File: config.mk
export PLATFORM = sky130hd
export DESIGN_NAME = divider
export DESIGN_NICKNAME = d
export VERILOG_FILES = /design/src/rtl/div_pkg.sv /design/src/rtl/divider_subtractor.sv /design/src/rtl/divider.sv
export SDC_FILE = /design/constraint.sdc
export NUM_CORES = 1
export LEC_CHECK = 0
export ABC_AREA = 1
export CORE_AREA = 2 2 58 60
export DETAILED_ROUTE_END_ITERATION = 12
export DIE_AREA = 0 0 60 62
export PLACE_DENSITY = 0.66
export SLEW_MARGIN = 10
export SYNTH_ARGS = -nofsm -noshare
export SYNTH_HDL_FRONTEND = slang
export SYNTH_SLANG_ARGS = --single-unit
File: constraint.sdc
create_clock -name clk -period 5.3 [get_ports clk]
set_input_delay 0.53 -clock clk [delete_from_list [all_inputs] [get_ports clk]]
set_output_delay 0.53 -clock clk [all_outputs]
set_load 0.05 [all_outputs]
File: src/rtl/div_pkg.sv
// Shared constants for the sequential restoring divider.
// Holds the FSM state encoding and the iteration counter width helper.
package div_pkg;

    localparam logic [1:0] IDLE = 2'd0;
    localparam logic [1:0] CALC = 2'd1;
    localparam logic [1:0] DONE = 2'd2;

    // Counter width needed to count 0..w-1 iterations (w >= 2)
    function automatic int cnt_width(input int w);
        return $clog2(w);
    endfunction

    localparam int DEF_WIDTH = 4;
    localparam int CNT_W     = cnt_width(DEF_WIDTH);

endpackage

File: src/rtl/divider_subtractor.sv
// Ripple-borrow subtractor built from a chain of 1-bit full subtractors.
// Mirrors the full-adder chain of the companion ripple adder.
module full_subtractor (
    input  logic a,
    input  logic b,
    input  logic borrow_in,
    output logic diff,
    output logic borrow_out
);

    assign diff       = a ^ b ^ borrow_in;
    assign borrow_out = (~a & b) | (~(a ^ b) & borrow_in);

endmodule

module subtractor #(
    parameter int WIDTH = 5
) (
    input  logic [WIDTH-1:0] a,
    input  logic [WIDTH-1:0] b,
    output logic [WIDTH-1:0] diff,
    output logic             borrow_out
);

    logic [WIDTH:0] borrow;

    assign borrow[0]  = 1'b0;
    assign borrow_out = borrow[WIDTH];

    for (genvar i = 0; i < WIDTH; i++) begin : g_cell
        full_subtractor u_fs (
            .a          (a[i]),
            .b          (b[i]),
            .borrow_in  (borrow[i]),
            .diff       (diff[i]),
            .borrow_out (borrow[i+1])
        );
    end

endmodule

File: src/rtl/divider.sv
// Sequential unsigned restoring divider, one quotient bit per clock.
// Returns quotient, remainder and a divide-by-zero flag with a done pulse.
module divider
    import div_pkg::*;
#(
    parameter int WIDTH = 4
) (
    input  logic             clk,
    input  logic             rst,
    input  logic             start,
    input  logic [WIDTH-1:0] dividend,
    input  logic [WIDTH-1:0] divisor,
    output logic             busy,
    output logic             done,
    output logic [WIDTH-1:0] quotient,
    output logic [WIDTH-1:0] remainder,
    output logic             div_by_zero
);

    localparam int CW = cnt_width(WIDTH);
    localparam logic [CW-1:0] LAST = CW'(WIDTH - 1);

    logic [1:0]       state;
    logic [WIDTH:0]   r;
    logic [WIDTH-1:0] q;
    logic [WIDTH-1:0] d;
    logic [CW-1:0]    cnt;

    logic [WIDTH:0]   s;
    logic [WIDTH:0]   diff;
    logic             borrow;
    logic [WIDTH:0]   r_next;
    logic [WIDTH-1:0] q_next;

    // R[WIDTH] stays 0 after every step; it is kept only as headroom
    logic unused_r_msb;
    assign unused_r_msb = r[WIDTH];

    assign busy = (state == CALC);
    assign done = (state == DONE);

    // Shift the next dividend bit into the partial remainder
    assign s = {r[WIDTH-1:0], q[WIDTH-1]};

    subtractor #(
        .WIDTH (WIDTH + 1)
    ) u_sub (
        .a          (s),
        .b          ({1'b0, d}),
        .diff       (diff),
        .borrow_out (borrow)
    );

    // Restore on borrow, otherwise accept the difference and set the bit
    always_comb begin
        r_next = borrow ? s : diff;
        q_next = {q[WIDTH-2:0], ~borrow};
    end

    // FSM, working registers and held results
    always_ff @(posedge clk) begin
        if (rst) begin
            state       <= IDLE;
            r           <= '0;
            q           <= '0;
            d           <= '0;
            cnt         <= '0;
            quotient    <= '0;
            remainder   <= '0;
            div_by_zero <= 1'b0;
        end else begin
            case (state)
                CALC: begin
                    r   <= r_next;
                    q   <= q_next;
                    cnt <= cnt + 1'b1;
                    if (cnt == LAST) begin
                        state     <= DONE;
                        quotient  <= q_next;
                        remainder <= r_next[WIDTH-1:0];
                    end
                end
                IDLE, DONE: begin
                    if (start) begin
                        q   <= dividend;
                        d   <= divisor;
                        r   <= '0;
                        cnt <= '0;
                        if (divisor == '0) begin
                            state       <= DONE;
                            quotient    <= '1;
                            remainder   <= dividend;
                            div_by_zero <= 1'b1;
                        end else begin
                            state       <= CALC;
                            div_by_zero <= 1'b0;
                        end
                    end else begin
                        state <= IDLE;
                    end
                end
                default: state <= IDLE;
            endcase
        end
    end

endmodule

==> metrics list, run 1 <==
- Result of the run: complete, no violations
* Post-route clock period utilization: 51.4%
- Longest Clk Path Bufs: 2
- The first routing iteration left 41 violations.
* Synthesis warning total: 0
- In this run, synthesis produced a sequential element count of 25.
* Num Clock Sinks: 25
- Sequential cells were found to cover 42.1% of the synthesized design area.
* Mapped Cells: 158
- Actual transition at the worst max-transition pin: 0.566 ns
- Sw frac: 34.5%
* Critical path endpoint category: register
- On the final layout, the worst clock skew is 0.00273 ns.
- Final-report max-slew violation count: 0
- Number of input and output port buffers inserted: 21
* ANT nets after route: 0
* CTS buffer count: 3
- Max-cap violation count: 0
- Average instance area after synthesis: 7.52 sq um
- IR analysis of the VDD net gives a maximum drop of 0.0000986 V.
- Fin. Hold Viols: 0
- Vias per inst: 4.50
- The floorplan step defined a die boundary enclosing 3720 sq um.
- Diode count: 0
- Worst hold path type: reg -> reg
* Required arrival time at the worst endpoint: 5.54 ns
- Fraction of power consumed by sequential logic: 50.7%
- Per report_power, the clock group accounts for 20.0% of the total.
* Synth unique cells: 22
- Clock tree root driver cell: sky130_fd_sc_hd__clkbuf_4
- Based on the critical path, the design can be clocked at up to 367 MHz.
* Total grt overflow: 0
- Data arrives at the worst endpoint at 2.96 ns.
- The first global-routing pass estimated 4.10 mm of wire.
- Entering global routing, the biggest net connects 23 pins.
- When the netlist entered floorplanning its net count stood at 174.
- Power per Cell Area: 298 nW/um^2
- TritonCTS built the clock tree.
- Top fanout value on the critical path: 7
* Post-CTS Setup Bufs: 0
- Pin placement for this block handled 22 I/O pins.
- In this run, placement finished with an instance count of 220.
- Final TNS setup: 0 ns
- The die is 60 microns wide.
* Via count of the first global-routing pass: 984
- CTS clk-pin slew, worst paths: 0.13 ns
- Estimated wirelength of the detail-placed design: 1.81 mm
- Critical path cell sequence: inv_1, ha_1, fa_1, fa_1, fa_1, nand2_1, inv_1, nand3_1, nand3_1, nor2_1, nor2_2
- Cell internal power was estimated by the tool at 283 uW.
- Once the clock tree was built, the resizer swapped 0 gates to a different size.
* Leak pwr: 0.000641 uW
- In this run the tightest slew margin relative to its limit is 62.2%.
* Logic pwr share: 29.3%
- Depth of the CTS H-tree: 1
- For this run, the slowest stage of the critical path takes 0.46 ns.
* Starting density of the core: 37.4%
- Total length of routed wires: 2.38 mm
* Final net count: 195
- Post-CTS Hold Fix Bufs: 0
- The library cell used most frequently in the layout, excluding fill and tap cells, is sky130_fd_sc_hd__nand2_1.
- Before antenna repair, the detailed router went through 6 iterations.
* Most frequent cells in the layout: sky130_fd_sc_hd__nand2_1 (27), sky130_fd_sc_hd__dfxtp_1 (25), sky130_fd_sc_hd__inv_1 (23)
- Vias after detailed routing: 1,009
- Cell area after synthesis: 1190 sq um
- In the final layout, the share of cells above drive strength 1 is 6.18%.
- Worst path most repeated cell: sky130_fd_sc_hd__fa_1
- Setup violations remaining at the end of the flow were counted as 0.
- Core area: 3180 sq um
- Area share of the largest cell type after synthesis: 42.1%
* Area grow syn2layout: 22.1%
* Critical-path top delay cell: sky130_fd_sc_hd__fa_1
- Non-filler cells in the finished layout: 224
- Across every metal layer, demand over resource in global routing totals 14.9%.
- Summed over all nets, the switching power comes to 149 uW.
* WL/cell: 10.6 microns
* Worst-Skew Late Latency: 0.33 ns
- The clock period could shrink to 2.72 ns.
- The worst setup path is of the reg -> reg kind.
- PnR Total Power: 432 uW
- Most area-consuming cells after synthesis: sky130_fd_sc_hd__dfxtp_1 (42%), sky130_fd_sc_hd__nand2_1 (8.5%), sky130_fd_sc_hd__inv_1 (7.3%), sky130_fd_sc_hd__nand3_1 (6.7%), sky130_fd_sc_hd__nor2_1 (6.0%)
- Vertical die dimension: 62 microns
- At the end of routability-driven placement, the weighted congestion stood at 0.865.
* RSZ-0062 raised after global routing: no
- In the routed design, unresolved DRC markers number 0.
- The biggest area contributor in the post-synthesis netlist is sky130_fd_sc_hd__dfxtp_1.
- The worst setup path is launched from a register.
* Number of core rows: 21
- Antenna violations before repair: 0
-- per-stage QoR --
step	utilization [%]	area [sq um]	setup WS [ns]	hold WS (ns)
after floorplan	-	1190	2.77	0.429
after global placement	44.8	1430	2.67	0.438
final	45.7	1450	2.58	0.464
after detailed placement	44.8	1430	2.59	0.449
after global routing	45.7	1450	2.41	0.483
after CTS	45.7	1450	2.56	0.469
-- area by class of cell --
cell class | count | area, sq um
clock buffers | 4 | 26.3
fillers | 339 | 1730
inverters | 25 | 95.1
multi-input cells | 103 | 562
flip-flops and latches | 25 | 500
well taps | 46 | 57.6
repair buffers | 21 | 210
-- final timing paths --
check,start,end,slack [ns],cells past startpoint
setup / recovery,q[3],remainder[2],2.58,11
hold / removal,quotient[0],quotient[0],0.46,2
setup reg to reg,q[3],remainder[2],2.58,11
hold reg to reg,quotient[0],quotient[0],0.46,2
-- flip-flops by register name, summed over array words and instances (netlist names) --
name and flops:
quotient 4, div_by_zero 1, cnt 2, remainder 4
q 4, state 2, d 4, r 4
-- logic make-up (layout without fill, tap and decap cells) --
family	Yosys count	in the layout	synth area share, %
AOI/OAI and AO/OA	26	26	11.4
adders and majority gates	5	5	7.16
buffers and inverters	30	50	10.6
DFF	25	25	42.1
and+or+nand+nor	72	72	28.7
-- per-layer routing --
metal,GRT usage [%],vias to the layer above,routed length (microns)
met3,2.48,4,113
met5,0,-,0
met4,7.62,0,58
met2,26.6,25,1120
met1,17.3,439,1080
li1,-,541,-
-- critical path, delay by kind of cell (launching register included) --
family	cells	cell delay, ns
adder cells (fa/ha/maj)	4	1.55
AND/OR/NAND/NOR	5	0.54
flip-flops	1	0.38
buffers and inverters	2	0.17
-- synth_stat cells --
cell type / n
sky130_fd_sc_hd__nand3b_1: 4
sky130_fd_sc_hd__o21ai_0: 13
sky130_fd_sc_hd__inv_1: 23
sky130_fd_sc_hd__ha_1: 2
sky130_fd_sc_hd__dfxtp_1: 25
sky130_fd_sc_hd__clkbuf_1: 2
sky130_fd_sc_hd__clkinv_2: 1
sky130_fd_sc_hd__inv_2: 1
sky130_fd_sc_hd__fa_1: 3
sky130_fd_sc_hd__nand2_2: 2
sky130_fd_sc_hd__buf_2: 1
sky130_fd_sc_hd__nand2_1: 27
sky130_fd_sc_hd__a31oi_1: 4
sky130_fd_sc_hd__nand2_4: 2
sky130_fd_sc_hd__o21ai_1: 1
sky130_fd_sc_hd__nand3_1: 16
sky130_fd_sc_hd__buf_4: 1
sky130_fd_sc_hd__nor2_1: 19
sky130_fd_sc_hd__nor2_2: 1
sky130_fd_sc_hd__buf_6: 1
sky130_fd_sc_hd__a21oi_1: 8
sky130_fd_sc_hd__nand3_4: 1
-- power groups by stage --
stage / Sequential (uW) / Combinational [uW] / Clock [uW]
after floorplan: 241 / 74.4 / 0
after global placement: 223 / 125 / 0
after detailed placement: 224 / 127 / 0
after CTS: 219 / 128 / 89.1
after global routing: 222 / 143 / 95.1
final: 219 / 127 / 86.2
(Power assumes the default switching activity.)
==> run 2, diff against run 1 <==
==> constraint.sdc (replaced) <==
create_clock -name clk -period 2.7 [get_ports clk]
set_input_delay 0.27 -clock clk [delete_from_list [all_inputs] [get_ports clk]]
set_output_delay 0.27 -clock clk [all_outputs]
set_load 0.05 [all_outputs]
==> run 2 against run 1 <==
Core utilization increased by 0.91 points; register-to-register slack got worse by 2.4 ns; non-clock buffer count increased by 3; die area unchanged; flip-flop and latch count unchanged; global-route usage decreased by 0.33 points; final cell count increased by 1.3%; clock power increased by 95%; largest cell class unchanged.
==> metrics list, run 2 (synthesis gave the netlist of run 1 again) <==
- Wires add up to 2.38 mm.
- Fin. Hold Viols: 0
- The initial utilization of the core area, before any placement, comes to 37.4%.
* Total grt overflow: 0
- Post-route clock skew: 0.00604 ns
- The area growth from synthesis to layout is 24.5%.
* DRC errors left: 0
- For this run, the top clock speed supported by timing is 392 MHz.
- The die is 62 microns tall.
* Total Die Area: 3720 sq um
- Estimated wirelength of the detail-placed design: 1.82 mm
- Global routing used 14.6% of the available tracks across all layers.
* Share of final-layout standard cells stronger than drive strength 1: 9.39%
* Start-to-end type of the worst setup path: reg -> reg
- Most frequent cells in the layout: sky130_fd_sc_hd__nand2_1 (26), sky130_fd_sc_hd__dfxtp_1 (24), sky130_fd_sc_hd__inv_1 (23)
- CTS built an H-tree with a depth of 1.
- Die X-Extent: 60 microns
* Drt first-iter violations: 34
- TritonCTS clock tree: built
* Max-cap violation count: 0
- In this run the worst path has a maximum fanout of 6.
- The worst setup path is launched from a register.
- Final-report max-slew violation count: 0
* Final TNS setup: 0 ns
- VDD IR-drop max: 0.000212 V
- Row generation in the floorplan step produced 21 rows.
* Total I/O pin count: 22
- Final number of setup-violating endpoints: 0
- 1st-pass router iterations: 4
- Required arrival time at the worst endpoint: 2.98 ns
- At the worst endpoint, the arrival time is 2.83 ns.
* Worst-case headroom to the max-slew limit: 62.9%
* Worst-Skew Late Latency: 0.32 ns
- Worst hold path type: reg -> reg
* Power per Cell Area: 583 nW/um^2
- After detailed routing, the average wire length per cell comes to 10.5 microns.
- 0 antenna diodes ended up in the layout.
- Antenna violations before repair: 0
* Largest net degree at the start of global routing: 23
- Leaving out fill and tap cells, the most frequent cell in the layout is sky130_fd_sc_hd__nand2_1.
- Dividing the detail-routed via count by the number of cells gives 4.49.
- CTS clk-pin slew, worst paths: 0.13 ns
- CTS saw 25 sinks.
- Longest Clk Path Bufs: 2
- Number of input and output port buffers inserted: 21
- Hold is met by 0.458 ns.
- CTS buffer count: 3
- The net count of the finished layout is 198.
- Result of the run: complete, no violations
- Post-CTS Hold Fix Bufs: 0
* Leak pwr: 0.000654 uW
- Cell area reported after detailed placement: 1430 sq um
* Clock tree root driver cell: sky130_fd_sc_hd__clkbuf_4
- Post-route minimum period: 2.55 ns
* Vias after detailed routing: 1,019
- The worst setup path is captured at a register.
- First-pass GRT wire length: 3.88 mm
* ANT nets after route: 0
- Cells fill 46.6% of the core in the end.
- Core area: 3180 sq um
- The congestion estimate from routability-driven global placement came to 0.861.
- Post-route clock period utilization: 94.6%
- After routing the design area is 1480 sq um.
- Via count of the first global-routing pass: 915
* Actual transition at the worst max-transition pin: 0.557 ns
-- run 2: per-stage QoR --
stage	worst slack (ns)	total power [uW]	std cells
after floorplan	0.168	619	158
after global placement	0.0708	683	221
after detailed placement	0.0106	690	221
after CTS	0.0465	857	225
after global routing	-0.00600	917	227
final	0.146	863	227
-- run 2: per-layer routing --
metal | global-route usage [%] | vias up | wire length, microns
met1 | 16.5 | 441 | 1100
met4 | 9.52 | 0 | 60
li1 | - | 549 | -
met5 | 0 | - | 0
met3 | 2.48 | 4 | 102
met2 | 25.5 | 25 | 1120
-- run 2: path summary, 6_finish.rpt --
check | from | endpoint | slack (ns) | cells past startpoint
max | q[3] | r[0] | 0.15 | 11
min | quotient[1] | quotient[1] | 0.46 | 2
max reg2reg | q[3] | r[0] | 0.15 | 11
min reg2reg | quotient[1] | quotient[1] | 0.46 | 2
-- run 2: power by group --
group	total (uW)	switching (uW)	internal, uW	leakage, uW
sequential	426	20.2	405	0.000206
clock	168	110	58.0	0.0000150
combinational	269	165	104	0.000433
-- run 2: timing repair --
action | in CTS | in global routing
pin swaps | 0 | 1
endpoints found under the setup margin | 3 | 8
endpoints found under the hold margin | 0 | 0
resized for setup | 1 | 2
setup buffers | 0 | 2
-- run 2: critical path, stage by stage (launching register included) --
cell and delay (ns):
sky130_fd_sc_hd__dfxtp_2 0.36, sky130_fd_sc_hd__inv_1 0.04, sky130_fd_sc_hd__ha_1 0.21, sky130_fd_sc_hd__fa_1 0.46, sky130_fd_sc_hd__fa_2 0.41, sky130_fd_sc_hd__fa_1 0.43
sky130_fd_sc_hd__nand2_2 0.13, sky130_fd_sc_hd__buf_4 0.13, sky130_fd_sc_hd__nand3b_1 0.08, sky130_fd_sc_hd__nand3_1 0.12, sky130_fd_sc_hd__nand3_1 0.07, sky130_fd_sc_hd__inv_1 0.08
-- run 2: cell type report --
cell class                      instances  area [sq um]
Inverter                               25          95.1
Clock buffer                            4          26.3
Timing Repair Buffer                   24           233
Fill cell                             315          1700
Multi-Input combinational cell        103           567
Tap cell                               46          57.6
Sequential cell                        25           502
==> run 3, diff against run 2 <==
--- a/config.mk
+++ b/config.mk
@@ -5,11 +5,11 @@
 export SDC_FILE = /design/constraint.sdc
 export NUM_CORES = 1
 export LEC_CHECK = 0
-export ABC_AREA = 1
-export CORE_AREA = 2 2 58 60
+export CAP_MARGIN = 20
+export CORE_AREA = 2 2 61 63
 export DETAILED_ROUTE_END_ITERATION = 12
-export DIE_AREA = 0 0 60 62
-export PLACE_DENSITY = 0.66
+export DIE_AREA = 0 0 63 65
+export PLACE_DENSITY = 0.65
 export SLEW_MARGIN = 10
 export SYNTH_ARGS = -nofsm -noshare
 export SYNTH_HDL_FRONTEND = slang
==> run 3 against run 2 <==
First-iteration DRC count rose by 65%; wire length rose by 29%; synthesized area rose by 9.9%; maximum frequency fell by 0.85%; clock power rose by 6%; design area rose by 10%; worst setup slack got worse by 0.022 ns; critical endpoint unchanged; largest cell class unchanged.
==> metrics list, run 3 <==
- For this run, the share of the core covered by cells in the final layout is 46.7%.
- VDD IR-drop max: 0.000165 V
* Power per Cell Area: 536 nW/um^2
* Total I/O pin count: 22
* Antenna violations before repair: 0
- Once detailed placement completed, the half-perimeter wirelength came to 2.25 mm.
- Of the post-synthesis cell area, the dominant cell type holds 38.3%.
- Once the floorplan was initialized, standard cells occupied 37.4% of the core.
- CTS built an H-tree with a depth of 1.
- Post-synthesis sequential element count: 25
- The detailed router placed 1,147 vias in this run.
- The area growth from synthesis to layout is 25.1%.
- The run finished with clean final reports.
- Along the worst path, the maximum fanout reaches 6.
- Max-cap violations in this run came to 0.
- Number of input and output port buffers inserted: 21
- At the end of the flow, the number of nets in the layout was 183.
* Number of enable-type register cells in the synthesized netlist: 0
- For this design the static power due to leakage is 0.000613 uW.
- WL/cell: 14.4 microns
* 1st-pass router iterations: 4
* RSZ-0062 raised after global routing: no
- Counting along the longest clock path gives a buffer depth of 2.
- Ranking of synthesized cells by instance count: sky130_fd_sc_hd__dfxtp_1 (25), sky130_fd_sc_hd__a21oi_1 (15), sky130_fd_sc_hd__nand2_1 (13)
- The number of nets in the synthesized netlist is 158.
* Final number of setup-violating endpoints: 0
- Worst hold path type: reg -> reg
- Fin. Hold Viols: 0
- Data arrival at the endpoint of the critical path: 2.86 ns
- The filler cells instantiated in the layout total 356.
- Required arrival time at the worst endpoint: 2.99 ns
- The final max-slew violation count was 0.
- Area of the multi-input gates: 729 sq um
- Post-route clock skew: 0.00426 ns
* Total routing usage reported by global routing: 17.2%
* Total placed cells including tap cells: 208
- The worst setup path is captured at a register.
* CTS buffer count: 3
- Total length of routed wires: 3.07 mm
- Cell area reported after detailed placement: 1580 sq um
- The clock period could shrink to 2.58 ns.
- STA classifies the critical path startpoint as a register.
* Total grt overflow: 0
- At the pin with the least slew margin, the transition time is 0.587 ns.
- The die covers 4100 sq um.
- Summing every instance area after synthesis gives 1310 sq um.
* Fraction of the yosys area taken by sequential cells: 38.3%
* Cell type contributing the most total cell area after synthesis: sky130_fd_sc_hd__dfxtp_1
* DRC errors left: 0
- Worst-case headroom to the max-slew limit: 60.9%
- First-pass GRT wire length: 5.48 mm
- Leaving out fill and tap cells, the most frequent cell in the layout is sky130_fd_sc_hd__dfxtp_1.
* Worst-Skew Late Latency: 0.33 ns
* Die X-Extent: 63 microns
- Highest Clock Rate: 388 MHz
- Num Clock Sinks: 25
* Number of core rows: 22
- Clock tree root driver cell: sky130_fd_sc_hd__clkbuf_4
- The critical path is of the reg -> reg type.
- Non-filler cells in the finished layout: 214
* Most frequent cells in the layout: sky130_fd_sc_hd__dfxtp_1 (24), sky130_fd_sc_hd__clkdlybuf4s50_1 (20), sky130_fd_sc_hd__a21oi_1 (14)
- After synthesis, the mean cell area works out to 9.20 sq um.
- Mapped Cells: 142
- Among all flip-flop cells after synthesis, the most frequent one is sky130_fd_sc_hd__dfxtp_1.
- Via count of the first global-routing pass: 1,201
- Vias per inst: 5.36
- Entering global routing, the biggest net connects 28 pins.
- TritonCTS built the clock tree.
* Final instance area: 1630 sq um
* Share of final-layout standard cells stronger than drive strength 1: 17.5%
* Share of async-settable or async-resettable flops after synthesis: 0%
- Hold WS: 0.476 ns
* Most area-consuming cells after synthesis: sky130_fd_sc_hd__dfxtp_1 (38%), sky130_fd_sc_hd__a21oi_1 (5.7%), sky130_fd_sc_hd__fa_1 (4.6%), sky130_fd_sc_hd__a211oi_1 (4.0%), sky130_fd_sc_hd__nand2_1 (3.7%)
- Placer's final routability congestion estimate: 0.880
- The sequential cells in the finished layout cover a total of 502 sq um.
- The detail route stage leaves a number of antenna-violating nets equal to 0.
- Clock-pin slew was measured on the worst setup and hold paths at 0.14 ns.
* Vertical die dimension: 65 microns
- Cell with the most instances after synthesis: sky130_fd_sc_hd__dfxtp_1
- Drt first-iter violations: 56
- During synthesis, Yosys emitted a total of 0 warnings.
- Diode count: 0
* Post-route clock period utilization: 95.4%
* Synth unique cells: 31
- Core area: 3500 sq um
run 3: cell count changes in the layout (fill, tap and decap cells not counted), sizes merged, moves of 5 or more:
| cell | delta |
|---|---|
| nand2 | -18 |
| a21oi | +7 |
| buf | +7 |
| nand3 | -10 |
| nor2 | -18 |
| o21ai | -14 |
| a211oi | +7 |
| nor2b | +6 |
| inv | -14 |
| nand2b | +5 |
run 3: report_power, final:
group          leakage (uW)  internal [uW]  switching, uW
registers          0.000205            397           22.1
clock network     0.0000139           56.9            121
logic              0.000394            126            154
run 3: cell families after synthesis:
group / Yosys count / synth area share (%)
AOI/OAI and AO/OA: 41 / 24.9
adders and majority gates: 5 / 6.51
buffers and inverters: 20 / 6.90
DFF: 25 / 38.3
and+or+nand+nor: 51 / 23.4
run 3: through the flow:
step / worst slack (ns) / total power [uW] / setup TNS [ns]
floorplan: 0.0407 / 611 / 0
global placement: 0.0266 / 689 / 0
detailed placement: -0.0494 / 695 / -0.175
CTS: 0.0210 / 873 / 0
global route: 0.0140 / 925 / 0
finish: 0.124 / 876 / 0
run 3: routing by layer:
layer	GRT usage (%)	up-vias	part of all wire, %
li1	-	574	-
met1	19.6	535	44
met4	10.0	0	3.4
met3	3.13	10	3.1
met2	29.9	28	50
met5	0	-	0
run 3: timing repair:
action / CTS / global route
hold buffers: 0 / 0
gates resized for setup: 1 / 6
setup buffers: 0 / 2
pin swaps: 1 / 5
cloned: 0 / 0
endpoints found under the setup margin: 6 / 9
run 3: final timing paths:
kind | startpoint | endpoint | slack, ns | cells after the start
max | q[3] | r[0] | 0.12 | 9
min | d[0] | d[0] | 0.48 | 2
max reg2reg | q[3] | r[0] | 0.12 | 9
min reg2reg | d[0] | d[0] | 0.48 | 2
run 3: worst max-delay path, cell delays in order (launching register included):
cell and delay, ns:
sky130_fd_sc_hd__dfxtp_2 0.35, sky130_fd_sc_hd__inv_1 0.04, sky130_fd_sc_hd__ha_2 0.18, sky130_fd_sc_hd__fa_2 0.37, sky130_fd_sc_hd__fa_2 0.37, sky130_fd_sc_hd__fa_2 0.43, sky130_fd_sc_hd__buf_4 0.17, sky130_fd_sc_hd__nor3b_1 0.14
sky130_fd_sc_hd__a2111o_1 0.36, sky130_fd_sc_hd__a21oi_2 0.12
run 3: layout make-up:
| class | instances | area share (%) |
|---|---|---|
| multi-input cells | 97 | 44.6 |
| flip-flops and latches | 25 | 30.7 |
| repair buffers | 30 | 16.8 |
| well taps | 48 | 3.68 |
| inverters | 10 | 2.30 |
| clock buffers | 3 | 1.38 |
| clock inverters | 1 | 0.459 |
